<file path="src/rtl/arbitro_rr.sv">
// arbitro_rr: virtual-channel arbiter for the transmit path.
// Each cycle it picks at most one non-empty VC head (strict priority or
// round-robin), pops it combinationally, and registers the word onto the
// destination port selected by its destination field. Words whose
// destination field is out of range are popped and counted as drops.
module arbitro_rr #(
    parameter int WIDTH    = 6,
    parameter int NUM_VC   = 2,
    parameter int NUM_DEST = 2,
    parameter int DEST_LSB = 4,
    parameter int RR_MODE  = 0,
    parameter int CNT_W    = 8
) (
    input  logic                      clk,
    input  logic                      reset_L,
    input  logic [NUM_VC*WIDTH-1:0]   vc_data,
    input  logic [NUM_VC-1:0]         vc_empty,
    input  logic [NUM_DEST-1:0]       d_pause,
    output logic [NUM_VC-1:0]         vc_pop,
    output logic [NUM_DEST*WIDTH-1:0] d_data,
    output logic [NUM_DEST-1:0]       d_push,
    output logic [NUM_VC*CNT_W-1:0]   grant_cnt,
    output logic [CNT_W-1:0]          drop_cnt
);

    localparam int DEST_W = (NUM_DEST > 1) ? $clog2(NUM_DEST) : 1;
    localparam int VC_W   = $clog2(NUM_VC);

    localparam logic [CNT_W-1:0] CNT_MAX   = {CNT_W{1'b1}};
    localparam logic [CNT_W-1:0] CNT_ONE   = {{(CNT_W-1){1'b0}}, 1'b1};
    // After reset the pointer sits on the last VC so VC0 has the first turn.
    localparam logic [VC_W-1:0]  LAST_INIT = VC_W'(NUM_VC - 1);

    logic [DEST_W-1:0] head_dest [NUM_VC];
    logic [NUM_VC-1:0] head_legal;
    logic [NUM_VC-1:0] eligible;

    logic              found;
    logic [VC_W-1:0]   winner;
    int                idx;
    logic [VC_W-1:0]   last_grant;
    logic              grant;

    logic [WIDTH-1:0]  win_word;
    logic [DEST_W-1:0] win_dest;
    logic              win_legal;

    // Decode each head's destination and decide whether it may be granted now.
    always_comb begin
        for (int i = 0; i < NUM_VC; i++) begin
            head_dest[i]  = vc_data[i*WIDTH+DEST_LSB +: DEST_W];
            head_legal[i] = (int'(head_dest[i]) < NUM_DEST);
            // A paused destination only blocks heads aimed at it; drops never wait.
            eligible[i]   = !vc_empty[i] && (!head_legal[i] || !d_pause[head_dest[i]]);
        end
    end

    // Search for the winner: from VC0 in strict mode, from last_grant+1 in round-robin.
    always_comb begin
        // NOTE: every combinational output gets a default first so no path leaves it unassigned (no latch).
        found  = 1'b0;
        winner = '0;
        idx    = 0;
        for (int k = 0; k < NUM_VC; k++) begin
            if (RR_MODE != 0) idx = (int'(last_grant) + 1 + k) % NUM_VC;
            else              idx = k;
            if (!found && eligible[idx]) begin
                found  = 1'b1;
                winner = VC_W'(idx);
            end
        end
    end

    // Drive the pop strobe and pick out the winning word; pop is held off during reset.
    always_comb begin
        vc_pop    = '0;
        grant     = reset_L && found;
        win_word  = vc_data[int'(winner)*WIDTH +: WIDTH];
        win_dest  = win_word[DEST_LSB +: DEST_W];
        win_legal = head_legal[winner];
        if (grant) vc_pop[winner] = 1'b1;
    end

    // Register the forwarded word, update the round-robin pointer and the counters.
    always_ff @(posedge clk) begin
        // NOTE: sequential state uses non-blocking assignments so every register samples pre-edge values.
        if (!reset_L) begin
            d_data     <= '0;
            d_push     <= '0;
            grant_cnt  <= '0;
            drop_cnt   <= '0;
            last_grant <= LAST_INIT;
        end else begin
            d_push <= '0;
            if (grant) begin
                last_grant <= winner;
                if (win_legal) begin
                    d_data[int'(win_dest)*WIDTH +: WIDTH] <= win_word;
                    d_push[win_dest]                       <= 1'b1;
                end else if (drop_cnt != CNT_MAX) begin
                    drop_cnt <= drop_cnt + CNT_ONE;
                end
            end
            for (int i = 0; i < NUM_VC; i++) begin
                if (vc_pop[i] && grant_cnt[i*CNT_W +: CNT_W] != CNT_MAX)
                    grant_cnt[i*CNT_W +: CNT_W] <= grant_cnt[i*CNT_W +: CNT_W] + CNT_ONE;
            end
        end
    end

endmodule
</file>
<file path="config.mk">
export PLATFORM = sky130hd
export DESIGN_NAME = arbitro_rr
export DESIGN_NICKNAME = d
export VERILOG_FILES = /design/src/rtl/arbitro_rr.sv
export SDC_FILE = /design/constraint.sdc
export NUM_CORES = 1
export LEC_CHECK = 0
export ABC_AREA = 0
export CAP_MARGIN = 0
export CORE_ASPECT_RATIO = 0.75
export CORE_MARGIN = 8
export CORE_UTILIZATION = 40
export CTS_CLUSTER_SIZE = 10
export DETAILED_ROUTE_END_ITERATION = 7
export PLACE_DENSITY = 0.82
export SLEW_MARGIN = 40
export SYNTH_ARGS = -nofsm -noshare
export SYNTH_HDL_FRONTEND = slang
export SYNTH_SLANG_ARGS = --single-unit
</file>
<file path="constraint.sdc">
create_clock -name clk -period 2.8 [get_ports clk]
set_input_delay 0.42 -clock clk [delete_from_list [all_inputs] [get_ports clk]]
set_output_delay 0.42 -clock clk [all_outputs]
set_load 0.01 [all_outputs]
</file>
==> flow_metrics.tcl, run 1 <==
set metrics [dict create \
    finalClockSkew_ps 7.13 \
    power.density_nw_per_um2 460 \
    netlist_area_um2 1430 \
    vdd.ir_drop.worst_mv 0.304 \
    synth_flop_cell "dfxtp_1" \
    grt_pass1_wl_um 6070 \
    fin_nets 240 \
    overflow 0 \
    slew_headroom_pct 57.3 \
    pin_count 58 \
    fp.dieW_um 84.9 \
    clockBufferDepth 2 \
    post_cts_resized 0 \
    finalHoldViolCount 0 \
    cts_root_buf "clkbuf_8" \
    h-tree-depth 2 \
    setup_tns_ps 0 \
    critPathKind "input port to output pin" \
    cts_made_buffers 5 \
    syn2layout_area_growth_pct 41.9 \
    drive_gt1_share_pct 7.24 \
    syn_inst 166 \
    hp-class "flop to flop" \
    endpoint_kind "output pin" \
    total_leakage_power_nw 0.751 \
    drc 0 \
    startpoint_type "input port" \
    yosysSeqAreaShare_pct 40.7 \
    endpoint "vc_pop[1]" \
    final.period_utilization_pct 92.5 \
    fmax_ghz 0.386 \
    r2r-end "grant_cnt[7]" \
    start_util_pct 42.5 \
    r2r_start "grant_cnt[0]" \
    io_buffers 48 \
    ctsHoldBuffers 0 \
    synth-edff-count 0 \
    worst_slew_pin_slew_ps 640 \
    initialDrtViolationCount 84 \
    ant_nets 0 \
    place.gp.congestion 0.842 \
    grt_max_degree 21 \
    cts_tree "done" \
    ys_async_sr_fraction_pct 0 \
    min_from "d_data[10]" \
    slew_viol_final 0 \
    ys_types 36 \
    maxCapViolations 0 \
    min_period_ps 2590 \
    placed_cells 253 \
    arrival_ps 2170 \
    via_per_inst 5.22 \
    wirelength_um 3640 \
    total_power_w 0.000929 \
    syn_avg_cell_area_um2 8.59 \
    n_fill_cell 289 \
    clock_latency_ps 280 \
    core-area_um2 3360 \
    vias 1363 \
    insertedDiodeCount 0 \
    stdcell_count 261 \
    worstRegToRegCells 6 \
    worst_ep_required_time_ps 2380 \
    worstSetupStartpoint "vc_data[4]" \
    status "completed" \
    setup_violations 0 \
    critPathMaxFanout 4 \
    dp_hpwl_um 2770 \
    row_count 18 \
    rsz0062_at_grt "false" \
    grtUsageTotal_pct 13.4 \
    postCtsSetupBuffers 0 \
    clk_pin_slew_worst_paths_ps 60 \
    grt_pass1_vias 1332 \
    die_h_um 67.7 \
    synth_seq_cells 29 \
    ff2ff_setup_slack_ps 1020 \
    synth_warnings 0 \
    clock-sinks 29 \
    grt_antenna_before_repair 0 \
    die_area_um2 5750 \
    drtPass1Iterations 4 \
    wl_per_cell_um 14.0 \
]
## critical path, cell delays in order
cell and delay [ps]:
clkdlybuf4s50_1 460, nand2b_4 190, a2111oi_4 350, o21ai_1 150, inv_1 80, clkdlybuf4s50_1 530
## through the flow
step	setup slack [ps]	utilization, %	hold slack (ps)	cell area [µm²]
detailed placement	194	57.8	437	1940
finish	211	60.3	446	2020
global route	118	60.3	463	2020
CTS	194	60.3	447	2020
global placement	199	57.8	435	1940
floorplan	1100	-	467	1460
## layer usage
metal	part of all wire [%]	GRT usage (%)	vias to the layer above
met4	1.5	6.62	0
met1	42	13.8	618
li1	-	-	695
met3	12	8.61	7
met5	0	0	-
met2	44	21.2	43
## flip-flops by register name (all words and copies together), names as in the netlist
register,cells
d_data,11
grant_cnt,16
d_push,2
## cells by family after synthesis
family / Yosys count / synth area share, %
AO/OA/AOI/OAI: 47 / 22.3
adder cells (fa/ha/maj): 2 / 1.76
XOR/XNOR: 2 / 1.23
buffers and inverters: 25 / 9.31
multiplexers: 9 / 6.32
other: 1 / 0.263
AND/OR/NAND/NOR: 51 / 18.1
flip-flops: 29 / 40.7
## layout make-up
cell class              instances  area [µm²]  area share, %
multi-input cells             120         742           36.7
repair buffers                 55         533           26.4
well taps                      40        50.0           2.48
clock buffers                   6        72.6           3.59
flip-flops and latches         29         581           28.7
clock inverters                 2        10.0          0.495
inverters                       9        33.8           1.67
## placed cells by master, fill, tap and decap left out, drive strengths merged
cell,instances
a211oi,3
nor2b,1
o211ai,9
nand4,3
clkbuf,6
o311ai,1
and4,1
o31ai,4
and3,1
a2111oi,1
or3,1
a31oi,1
o21ai,15
o41ai,1
o2111ai,1
xnor2,2
inv,9
o31a,1
buf,7
nand2b,2
clkdlybuf4s50,48
nand3,11
or2,2
ha,2
or4,1
conb,9
a32oi,1
mux2i,9
dfxtp,29
a21oi,9
nor3,5
nand2,12
clkinv,2
nor2,9
nor4,2
## cell usage after synthesis, drive strengths merged, types with 2 or more instances
master	number	area, µm²
dfxtp	29	581
o21ai	15	75.1
buf	13	87.6
nand2	12	45.0
nand3	11	55.1
a21oi	9	45.0
inv	9	33.8
mux2i	9	90.1
nor2	9	33.8
o211ai	9	67.6
nor3	5	25.0
o31ai	4	30.0
a211oi	3	22.5
clkbuf	3	11.3
nand4	3	18.8
ha	2	25.0
nand2b	2	20.0
nor4	2	12.5
or2	2	12.5
xnor2	2	17.5
## worst min path at each step
stage	to	slack (ps)	depth (start not counted)
floorplan	d_data[10]	470	2
detailed placement	d_data[10]	440	2
global route	d_data[10]	460	2
global placement	d_data[10]	440	2
CTS	d_data[10]	450	2
finish	d_data[10]	450	2
## report_power, final
part           internal [W]  switching (W)
Sequential         0.000431      0.0000121
Clock              0.000172       0.000160
Combinational     0.0000803      0.0000744
Total              0.000683       0.000246
No activity file was read; power rests on OpenSTA's default activity.
==> run 2, diff against run 1 <==
Settings changed: SKIP_LAST_GASP set to 1, SLEW_MARGIN 40 to unset.
==> results of run 2 <==
No change in the layout: final DEF, timing and power equal those of run 1.
